File: src/rtl/ps2_keymap_ctrl_if.sv
// Byte-level handshake bundle between the keymap controller and the PS/2 serial link.
interface ps2_keymap_ctrl_if;
  logic       cmd_valid;
  logic       cmd_ready;
  logic [7:0] cmd_data;
  logic       rx_valid;
  logic       rx_ready;
  logic [7:0] rx_data;

  modport master (
    output cmd_valid, cmd_data, rx_ready,
    input  cmd_ready, rx_valid, rx_data
  );

  modport slave (
    input  cmd_valid, cmd_data, rx_ready,
    output cmd_ready, rx_valid, rx_data
  );
endinterface

File: src/rtl/ps2_keymap_ctrl.sv
// PS/2 keyboard front end: brings the keyboard up (reset, enable, scan set 2), then decodes
// set-2 make/break/extended codes through a writable keymap into active-low joypad buttons.
module ps2_keymap_ctrl #(
  parameter int NUM_BTN     = 8,
  parameter int ACK_TIMEOUT = 1_000_000,
  parameter int MAX_RETRY   = 3,
  parameter logic [9*NUM_BTN-1:0] KEYMAP =
    {9'h00D, 9'h00E, 9'h029, 9'h076, 9'h01B, 9'h01D, 9'h01C, 9'h023}
) (
  input  logic                       clk,
  input  logic                       reset_n,
  input  logic                       init_req,
  ps2_keymap_ctrl_if.master          link,
  input  logic                       map_we,
  input  logic [$clog2(NUM_BTN)-1:0] map_idx,
  input  logic [8:0]                 map_code,
  output logic [NUM_BTN-1:0]         btn,
  output logic                       btn_change,
  output logic                       init_done,
  output logic                       init_error
);

  localparam int CNT_W = $clog2(ACK_TIMEOUT + 1);
  localparam int RTY_W = $clog2(MAX_RETRY + 2);

  // Issue states drive a command byte; W_ACK / W_BAT wait for the keyboard's answer.
  typedef enum logic [2:0] {
    S_RST, S_EN, S_SCAN, S_SCAN2, W_ACK, W_BAT, S_RUN, S_ERR
  } state_t;

  state_t               state_q, state_d;
  state_t               step_q, step_d;
  logic [RTY_W-1:0]     retry_q, retry_d;
  logic [CNT_W-1:0]     wait_cnt_q, wait_cnt_d;
  logic                 cmd_valid_q, cmd_valid_d;
  logic [7:0]           cmd_data_q, cmd_data_d;
  logic                 rx_ready_q, rx_ready_d;
  logic                 ext_q, ext_d;
  logic                 brk_q, brk_d;
  logic [NUM_BTN-1:0]   btn_q, btn_d;
  logic                 btn_change_q, btn_change_d;
  logic [8:0]           keymap_q [NUM_BTN];
  logic [8:0]           keymap_d [NUM_BTN];
  logic                 vld_p1_q, vld_p1_d;
  logic [NUM_BTN-1:0]   match_p1_q, match_p1_d;
  logic                 brk_p1_q, brk_p1_d;

  logic rx_hs;
  logic cmd_hs;
  logic fail;

  assign rx_hs  = link.rx_valid && rx_ready_q;
  assign cmd_hs = cmd_valid_q && link.cmd_ready;

  function automatic logic [7:0] step_byte(input state_t s);
    case (s)
      S_RST:   step_byte = 8'hFF;
      S_EN:    step_byte = 8'hF4;
      S_SCAN:  step_byte = 8'hF0;
      S_SCAN2: step_byte = 8'h02;
      default: step_byte = 8'h00;
    endcase
  endfunction

  function automatic state_t step_after(input state_t s);
    case (s)
      S_EN:    step_after = S_SCAN;
      S_SCAN:  step_after = S_SCAN2;
      default: step_after = S_RUN;
    endcase
  endfunction

  function automatic logic is_ignored(input logic [7:0] b);
    is_ignored = (b == 8'hFA) || (b == 8'hAA) || (b == 8'hEE) ||
                 (b == 8'h00) || (b == 8'hFF);
  endfunction

  always_comb begin
    state_d     = state_q;
    step_d      = step_q;
    retry_d     = retry_q;
    wait_cnt_d  = wait_cnt_q;
    cmd_valid_d = cmd_valid_q;
    cmd_data_d  = cmd_data_q;
    rx_ready_d  = 1'b1;
    ext_d       = ext_q;
    brk_d       = brk_q;
    btn_d       = btn_q;
    vld_p1_d    = 1'b0;
    match_p1_d  = match_p1_q;
    brk_p1_d    = brk_p1_q;
    keymap_d    = keymap_q;
    fail        = 1'b0;

    // ---- stage p1 -> btn: apply the code matched on the previous edge
    if (vld_p1_q) begin
      for (int i = 0; i < NUM_BTN; i++) begin
        if (match_p1_q[i]) btn_d[i] = brk_p1_q;
      end
    end

    case (state_q)
      S_RST, S_EN, S_SCAN, S_SCAN2: begin
        cmd_valid_d = 1'b1;
        cmd_data_d  = step_byte(state_q);
        if (cmd_hs) begin
          cmd_valid_d = 1'b0;
          state_d     = W_ACK;
          step_d      = state_q;
          wait_cnt_d  = '0;
        end
      end
      W_ACK, W_BAT: begin
        wait_cnt_d = wait_cnt_q + CNT_W'(1);
        if (rx_hs) begin
          if (state_q == W_ACK && link.rx_data == 8'hFA) begin
            if (step_q == S_RST) begin
              state_d    = W_BAT;
              wait_cnt_d = '0;
            end else begin
              state_d = step_after(step_q);
              retry_d = '0;
            end
          end else if (state_q == W_BAT && link.rx_data == 8'hAA) begin
            state_d = S_EN;
            retry_d = '0;
          end else begin
            fail = 1'b1;
          end
        end else if (wait_cnt_q == CNT_W'(ACK_TIMEOUT - 1)) begin
          fail = 1'b1;
        end
        if (fail) begin
          if (retry_q == RTY_W'(MAX_RETRY)) begin
            state_d = S_ERR;
          end else begin
            retry_d = retry_q + RTY_W'(1);
            state_d = step_q;
          end
        end
      end
      S_RUN: begin
        // ---- rx -> stage p1: match against the map as it stands before this edge
        if (rx_hs) begin
          if (link.rx_data == 8'hE0) begin
            ext_d = 1'b1;
          end else if (link.rx_data == 8'hF0) begin
            brk_d = 1'b1;
          end else begin
            ext_d = 1'b0;
            brk_d = 1'b0;
            if (!is_ignored(link.rx_data)) begin
              for (int i = 0; i < NUM_BTN; i++) begin
                match_p1_d[i] = (keymap_q[i] == {ext_q, link.rx_data});
              end
              brk_p1_d = brk_q;
              vld_p1_d = 1'b1;
            end
          end
        end
      end
      default: ;
    endcase

    if (init_req) begin
      state_d     = S_RST;
      retry_d     = '0;
      cmd_valid_d = 1'b0;
      ext_d       = 1'b0;
      brk_d       = 1'b0;
      btn_d       = '1;
      vld_p1_d    = 1'b0;
    end

    if (map_we && (32'(map_idx) < NUM_BTN)) keymap_d[map_idx] = map_code;

    btn_change_d = (btn_d != btn_q);
  end

  always_ff @(posedge clk or negedge reset_n) begin
    if (!reset_n) begin
      state_q      <= S_RST;
      step_q       <= S_RST;
      retry_q      <= '0;
      wait_cnt_q   <= '0;
      cmd_valid_q  <= 1'b0;
      cmd_data_q   <= 8'h00;
      rx_ready_q   <= 1'b0;
      ext_q        <= 1'b0;
      brk_q        <= 1'b0;
      btn_q        <= '1;
      btn_change_q <= 1'b0;
      vld_p1_q     <= 1'b0;
      for (int i = 0; i < NUM_BTN; i++) keymap_q[i] <= KEYMAP[9*i +: 9];
    end else begin
      state_q      <= state_d;
      step_q       <= step_d;
      retry_q      <= retry_d;
      wait_cnt_q   <= wait_cnt_d;
      cmd_valid_q  <= cmd_valid_d;
      cmd_data_q   <= cmd_data_d;
      rx_ready_q   <= rx_ready_d;
      ext_q        <= ext_d;
      brk_q        <= brk_d;
      btn_q        <= btn_d;
      btn_change_q <= btn_change_d;
      vld_p1_q     <= vld_p1_d;
      keymap_q     <= keymap_d;
    end
  end

  always_ff @(posedge clk) begin
    match_p1_q <= match_p1_d;
    brk_p1_q   <= brk_p1_d;
  end

  assign link.cmd_valid = cmd_valid_q;
  assign link.cmd_data  = cmd_data_q;
  assign link.rx_ready  = rx_ready_q;
  assign btn            = btn_q;
  assign btn_change     = btn_change_q;
  assign init_done      = (state_q == S_RUN);
  assign init_error     = (state_q == S_ERR);

endmodule

File: src/flat_wrapper.sv
// flat-port wrapper written by rule: the top's interface ports become plain ports
module ps2_keymap_ctrl_flat 
#(
  parameter int NUM_BTN     = 8,
  parameter int ACK_TIMEOUT = 1_000_000,
  parameter int MAX_RETRY   = 3,
  parameter logic [9*NUM_BTN-1:0] KEYMAP =
    {9'h00D, 9'h00E, 9'h029, 9'h076, 9'h01B, 9'h01D, 9'h01C, 9'h023}
)
  (clk, reset_n, init_req, map_we, map_idx, map_code, btn, btn_change, init_done, init_error, link_cmd_valid, link_cmd_data, link_rx_ready, link_cmd_ready, link_rx_valid, link_rx_data);
  ps2_keymap_ctrl_if link_i ();
  input  logic clk;
  input  logic reset_n;
  input  logic init_req;
  input  logic map_we;
  input  logic [$clog2(NUM_BTN)-1:0] map_idx;
  input  logic [8:0] map_code;
  output logic [NUM_BTN-1:0] btn;
  output logic btn_change;
  output logic init_done;
  output logic init_error;
  output wire logic [$bits(link_i.cmd_valid)-1:0] link_cmd_valid;
  output wire logic [$bits(link_i.cmd_data)-1:0] link_cmd_data;
  output wire logic [$bits(link_i.rx_ready)-1:0] link_rx_ready;
  input wire logic [$bits(link_i.cmd_ready)-1:0] link_cmd_ready;
  input wire logic [$bits(link_i.rx_valid)-1:0] link_rx_valid;
  input wire logic [$bits(link_i.rx_data)-1:0] link_rx_data;
  assign link_cmd_valid = link_i.cmd_valid;
  assign link_cmd_data = link_i.cmd_data;
  assign link_rx_ready = link_i.rx_ready;
  assign link_i.cmd_ready = link_cmd_ready;
  assign link_i.rx_valid = link_rx_valid;
  assign link_i.rx_data = link_rx_data;
  ps2_keymap_ctrl #(.NUM_BTN(NUM_BTN), .ACK_TIMEOUT(ACK_TIMEOUT), .MAX_RETRY(MAX_RETRY), .KEYMAP(KEYMAP)) u_core (.clk(clk), .reset_n(reset_n), .init_req(init_req), .link(link_i), .map_we(map_we), .map_idx(map_idx), .map_code(map_code), .btn(btn), .btn_change(btn_change), .init_done(init_done), .init_error(init_error));
endmodule
File: config.mk
export PLATFORM = sky130hd
export DESIGN_NAME = ps2_keymap_ctrl_flat
export DESIGN_NICKNAME = d
export VERILOG_FILES = /design/src/rtl/ps2_keymap_ctrl_if.sv /design/src/rtl/ps2_keymap_ctrl.sv /design/src/flat_wrapper.sv
export SDC_FILE = /design/constraint.sdc
export NUM_CORES = 1
export LEC_CHECK = 0
export CAP_MARGIN = 20
export CORE_UTILIZATION = 60
export CTS_BUF_LIST = sky130_fd_sc_hd__clkbuf_2 sky130_fd_sc_hd__clkbuf_4 sky130_fd_sc_hd__clkbuf_8
export DETAILED_ROUTE_END_ITERATION = 8
export GPL_TIMING_DRIVEN = 0
export PLACE_DENSITY = 0.81
export SKIP_CTS_REPAIR_TIMING = 1
export SYNTH_ARGS = -nofsm -noshare
export SYNTH_HDL_FRONTEND = slang
export SYNTH_SLANG_ARGS = --single-unit
File: constraint.sdc
create_clock -name clk -period 2.5 [get_ports clk]
set_input_delay 0.75 -clock clk [delete_from_list [all_inputs] [get_ports clk]]
set_output_delay 0.75 -clock clk [all_outputs]
set_load 0.02 [all_outputs]
* Yosys cells after proc, flatten, opt, wreduce, memory -nomap -nowiden
Cells that the tools add are included.
Word-level totals: bits in registers 132, bits of input ports 26, output and inout bits 21, logic and storage cells 149
Cells by class: add/sub/neg operators 2, order comparisons 2, equality and inequality tests 32, mux-type cells 61, bitwise gates (word level) 4, reductions and logical operators 26
Operators by type and width (number):
- 20-bit two-way mux | 4
- 72-bit bitwise mux | 1
- 9-bit equality test | 8
- 8-bit equality test (second input constant) | 6
- 3-bit two-way mux | 16
- 20-bit case mux with 2 select lines | 1
- 1-bit two-way mux | 32
- 8-bit case mux with 4 select lines | 1
- 9-bit demux with 3-bit select | 1
- 20-bit by 1-bit adder with 20-bit output (second input constant) | 1
- 20-bit equality test (second input constant) | 1
- 8-bit two-way mux | 2
- 3-bit by 2-bit equality test with 1-bit output (second input constant) | 4
- 3-bit equality test (second input constant) | 4
- 3-bit case mux with 2 select lines | 2
- 2-bit nonzero test | 5
- 9-bit two-way mux | 1
- 8-bit logical NOT | 1
- 8-bit inequality test | 1
- 3-bit by 1-bit equality test with 1-bit output (second input constant) | 2
- 3-bit logical NOT | 2
- 3-bit by 2-bit inequality test with 1-bit output (second input constant) | 2
- 3-bit AND reduction | 2
- 1-bit logical AND | 5
- 16 further kinds | 22

* Logic depth before layout (Yosys ltp)
depth in word-level cells 11, depth in mapped cells 9, gate-level depth less buffers 6

* Worst setup path after synthesis
Ideal clock, no wire load.
kind input to register, from input link_rx_data[2], to register u_core.brk_p1_q, enable pin, arrival time 1.870 ns, required time 2.168 ns, slack 0.298 ns, stages on the path 5, buffers on the path 2, cell sequence clkbuf_1 buf_1 nor4_1 o21ai_0 o211a_1
On the way: word-level cells in the longest chain between the ends 7
Ends and longest elaborated chain:
- start, declared | line flat_wrapper.sv:27 | input wire logic [$bits(link_i.rx_data)-1:0] link_rx_data;
- 8-bit equality test | line ps2_keymap_ctrl.sv:74 | is_ignored = (b == 8'hFA) || (b == 8'hAA) || (b == 8'hEE) ||
- 1-bit logical OR (3 in a row) | line ps2_keymap_ctrl.sv:74
- 1-bit logical OR | line ps2_keymap_ctrl.sv:75 | (b == 8'h00) || (b == 8'hFF);
- 1-bit NOT (no line)
- 5-bit AND reduction (no line) (*)
- end signal, assigned | line ps2_keymap_ctrl.sv:214 | brk_p1_q <= brk_p1_d;
- end, declared | line ps2_keymap_ctrl.sv:46 | logic brk_p1_q, brk_p1_d;
Mark *: on every way between the ends. The rest lies on a longest branch, timed or not. A chain may end at the register's enable or synchronous reset.

* Worst setup path in the final report
from input link_rx_data[6], to register u_core.wait_cnt_q[16]
On the way: word-level cells in the longest chain between the ends 5
Ends and longest elaborated chain:
- 8-bit equality test | line ps2_keymap_ctrl.sv:116 | if (state_q == W_ACK && link.rx_data == 8'hFA) begin
- 1-bit logical AND | line ps2_keymap_ctrl.sv:116
- 20-bit two-way mux | line ps2_keymap_ctrl.sv:116
- 20-bit two-way mux | line ps2_keymap_ctrl.sv:115 | if (rx_hs) begin
- 20-bit case mux with 2 select lines | line ps2_keymap_ctrl.sv:102 | case (state_q)
- end signal, assigned | line ps2_keymap_ctrl.sv:199 | wait_cnt_q <= wait_cnt_d;
- end, declared | line ps2_keymap_ctrl.sv:34 | logic [CNT_W-1:0] wait_cnt_q, wait_cnt_d;
Every way passes these cells.

==> impl_metrics.tcl <==
set metrics [dict create \
    slew_headroom_pct 46.6 \
    syn_inst 546 \
    drt_iter0_markers 249 \
    syn_to_final_growth_pct 15.7 \
    fp.dieW_um 106 \
    path_class "in -> reg" \
    min_period_ns 2.37 \
    rsz0062_at_grt "false" \
    synth_flop_cell "dfrtp_1" \
    ys_ff_latch 128 \
    cts_tree "done" \
    peakVddDrop_mv 0.454 \
    clk_pin_slew_ns 0.07 \
    hpwlAfterDp_um 9230 \
    reg2reg_from "u_core.wait_cnt_q[12]" \
    report.final.slew_viol_count 0 \
    critPathLaunchType "input pin" \
    cts_max_level 4 \
    grt_pass1_wl_um 22300 \
    layout-drive-gt1-share_pct 28.1 \
    required_ns 2.80 \
    wl_per_cell_um 18.1 \
    cts_root_buf "clkbuf_8" \
    holdCritPathClass "in -> async" \
    hold_viol_final 0 \
    worstSetupEndpointType "flip-flop" \
    fin_skew_ns 0.00887 \
    grt_max_degree 82 \
    drtPass1Iterations 5 \
    design_area_mm2 0.00747 \
    initial_core_util_pct 62.3 \
    clkLatencyLatePin_ns 0.43 \
    cts_sinks 128 \
    fin_crit_sh_pct 95.0 \
    vias_per_cell 5.93 \
    io_buffers 39 \
    critPathArrivalTime_ns 2.67 \
    gp_congestion 0.906 \
    postSynthAreaPerCell_um2 11.8 \
    routed_wl_um 13700 \
    synthesis.area_mm2 0.00646 \
    grt_usage_pct 26.2 \
    die_h_um 106 \
    yosys_warnings 0 \
    core_area_mm2 0.0104 \
    ys_types 56 \
    place_area_mm2 0.00705 \
    startpoint "link_rx_data[6]" \
    power_density_mw_per_mm2 763 \
    via_count 4480 \
    grt_pass1_vias 4556 \
    p_leak_nw 2.97 \
    ios 47 \
    antenna_cells 0 \
    die_area_mm2 0.0112 \
    async_flop_share_pct 93.0 \
    synth-edff-count 9 \
    drcViolationCount 0 \
    fmax_mhz 421 \
    synth.yosys.seq_area_share_pct 51.0 \
    final_nets 635 \
    status "completed" \
    cap_violations 0 \
    rows 37 \
    setup_violations 0 \
    power_mw 5.70 \
    grt_overflow 0 \
    tightestPinTransition_ns 0.801 \
    antenna_found_initial 0 \
    synth_fp_nets 574 \
    crit_fanout 6 \
    cts.path.max_buffers 2 \
    antenna_left 0 \
    numCtsBuffers 17 \
]
-- state kept, by name, indices dropped and copies added (netlist names) --
name                   count
u_core.ext_q               1
u_core.btn_change          1
u_core.step_q              3
u_core.brk_q               1
u_core.btn                 8
u_core.keymap_q           72
u_core.link.rx_ready       1
u_core.retry_q             3
u_core.link.cmd_valid      1
u_core.link.cmd_data       4
u_core.match_p1_q          8
u_core.wait_cnt_q         20
u_core.brk_p1_q            1
u_core.vld_p1_q            1
u_core.state_q             3
-- Yosys cell counts, drive strengths merged (8+ instances only) --
cell type,n,area [um^2]
dfrtp,83,2080
mux2,73,822
xnor2,69,604
dfstp,36,946
nand2,28,105
nor2,26,105
xor2,24,210
nand4,18,113
o21ai,18,90.1
nand3,17,85.1
buf,16,97.6
clkbuf,16,60.1
nor4,15,93.8
a21oi,10,50.1
edfxtp,9,270
nor3,9,60.1
a21boi,8,60.1
a311o,8,80.1
-- final cells by class --
class,count,area (um^2)
Buffer,32,171
Clock buffer,21,270
Clock inverter,11,115
Fill cell,745,2900
Multi-Input combinational cell,386,3010
Sequential cell,128,3290
Tap cell,136,170
Timing Repair Buffer,42,444
-- per-stage QoR --
| stage | std cells | TNS (ns) | setup WS, ns | utilization (%) | hold slack, ns |
|---|---|---|---|---|---|
| 3_3_place_gp | 721 | -400.20 | -3.70 | 67.7 | 0.444 |
| 4_1_cts | 754 | -0.821 | -0.270 | 71.7 | 0.231 |
| 2_1_floorplan | 546 | 0 | 0.298 | - | 0.426 |
| 3_5_place_dp | 722 | -12.88 | -0.463 | 68.0 | 0.446 |
| 6_report | 756 | 0 | 0.126 | 72.1 | 0.217 |
| 5_1_grt | 756 | 0 | 0.0596 | 72.1 | 0.238 |
-- worst max-delay path: stages --
cell,delay (ns)
clkdlybuf4s50_1,0.55
nand3_1,0.15
or4_4,0.49
o31ai_4,0.38
nor2_1,0.09
o21ai_0,0.15
o21ai_0,0.12
-- cells by family (layout without fill, tap and decap cells) --
kind of cell               count (synthesis)  in the layout  synth area share [%]
AOI/OAI and AO/OA                         67             67                  7.73
adders and majority gates                  2              2                 0.387
and+or+nand+nor                          150            150                  13.1
buffers and inverters                     32            106                  2.44
DFF                                      128            128                  51.0
other                                      1              1                0.0581
xor gates and xnor gates                  93             93                  12.6
muxes                                     73             73                  12.7
-- power breakdown --
group	internal, mW	switching, mW	total (mW)	leakage, nW
combinational	0.647	0.600	1.25	1.26
sequential	2.48	0.249	2.73	1.52
clock	0.935	0.791	1.73	0.195
total	4.06	1.64	5.70	2.97
-- layout by cell type, fill, tap and decap left out, types with 4 or more instances in the layout --
cell | netlist | final
mux2_2 | 73 | 73
a311o_1 | 8 | 8
clkbuf_4 | 0 | 5
nand4b_1 | 5 | 5
clkbuf_8 | 0 | 18
clkbuf_1 | 16 | 13
clkdlybuf4s50_1 | 0 | 34
xor2_1 | 24 | 24
a31oi_1 | 5 | 5
nand2_1 | 28 | 28
buf_4 | 7 | 9
a21oi_1 | 10 | 10
or3_1 | 5 | 5
nor4_1 | 15 | 15
o21ai_0 | 18 | 18
a21boi_0 | 8 | 8
nand3_1 | 17 | 17
nor2b_1 | 4 | 4
nor2_1 | 25 | 25
dfrtp_1 | 83 | 82
nand4_1 | 18 | 18
clkbuf_2 | 0 | 6
nor3_1 | 6 | 6
xnor2_1 | 69 | 69
dfstp_2 | 36 | 36
dlymetal6s2s_1 | 0 | 4
edfxtp_1 | 9 | 9
-- per-layer routing --
| layer | vias up | share of wire (%) | global-route usage [%] |
|---|---|---|---|
| li1 | 2078 | - | - |
| met4 | 0 | 1.4 | 8.63 |
| met3 | 19 | 4.5 | 6.12 |
| met2 | 121 | 49 | 43.2 |
| met1 | 2262 | 45 | 34.3 |
| met5 | - | 0 | 0 |
-- final timing paths --
| kind | slack (ns) | end | cells past startpoint |
|---|---|---|---|
| max | 0.13 | u_core.wait_cnt_q[16] | 7 |
| min | 0.22 | u_core.link.cmd_data[2] | 1 |
| max reg2reg | 0.37 | u_core.retry_q[0] | 6 |
| min reg2reg | 0.49 | u_core.brk_p1_q | 0 |
| max in group asynchronous | 1.53 | u_core.keymap_q[37] | 2 |
| min in group clk | 0.49 | u_core.brk_p1_q | 0 |
(Power assumes the default switching activity.)
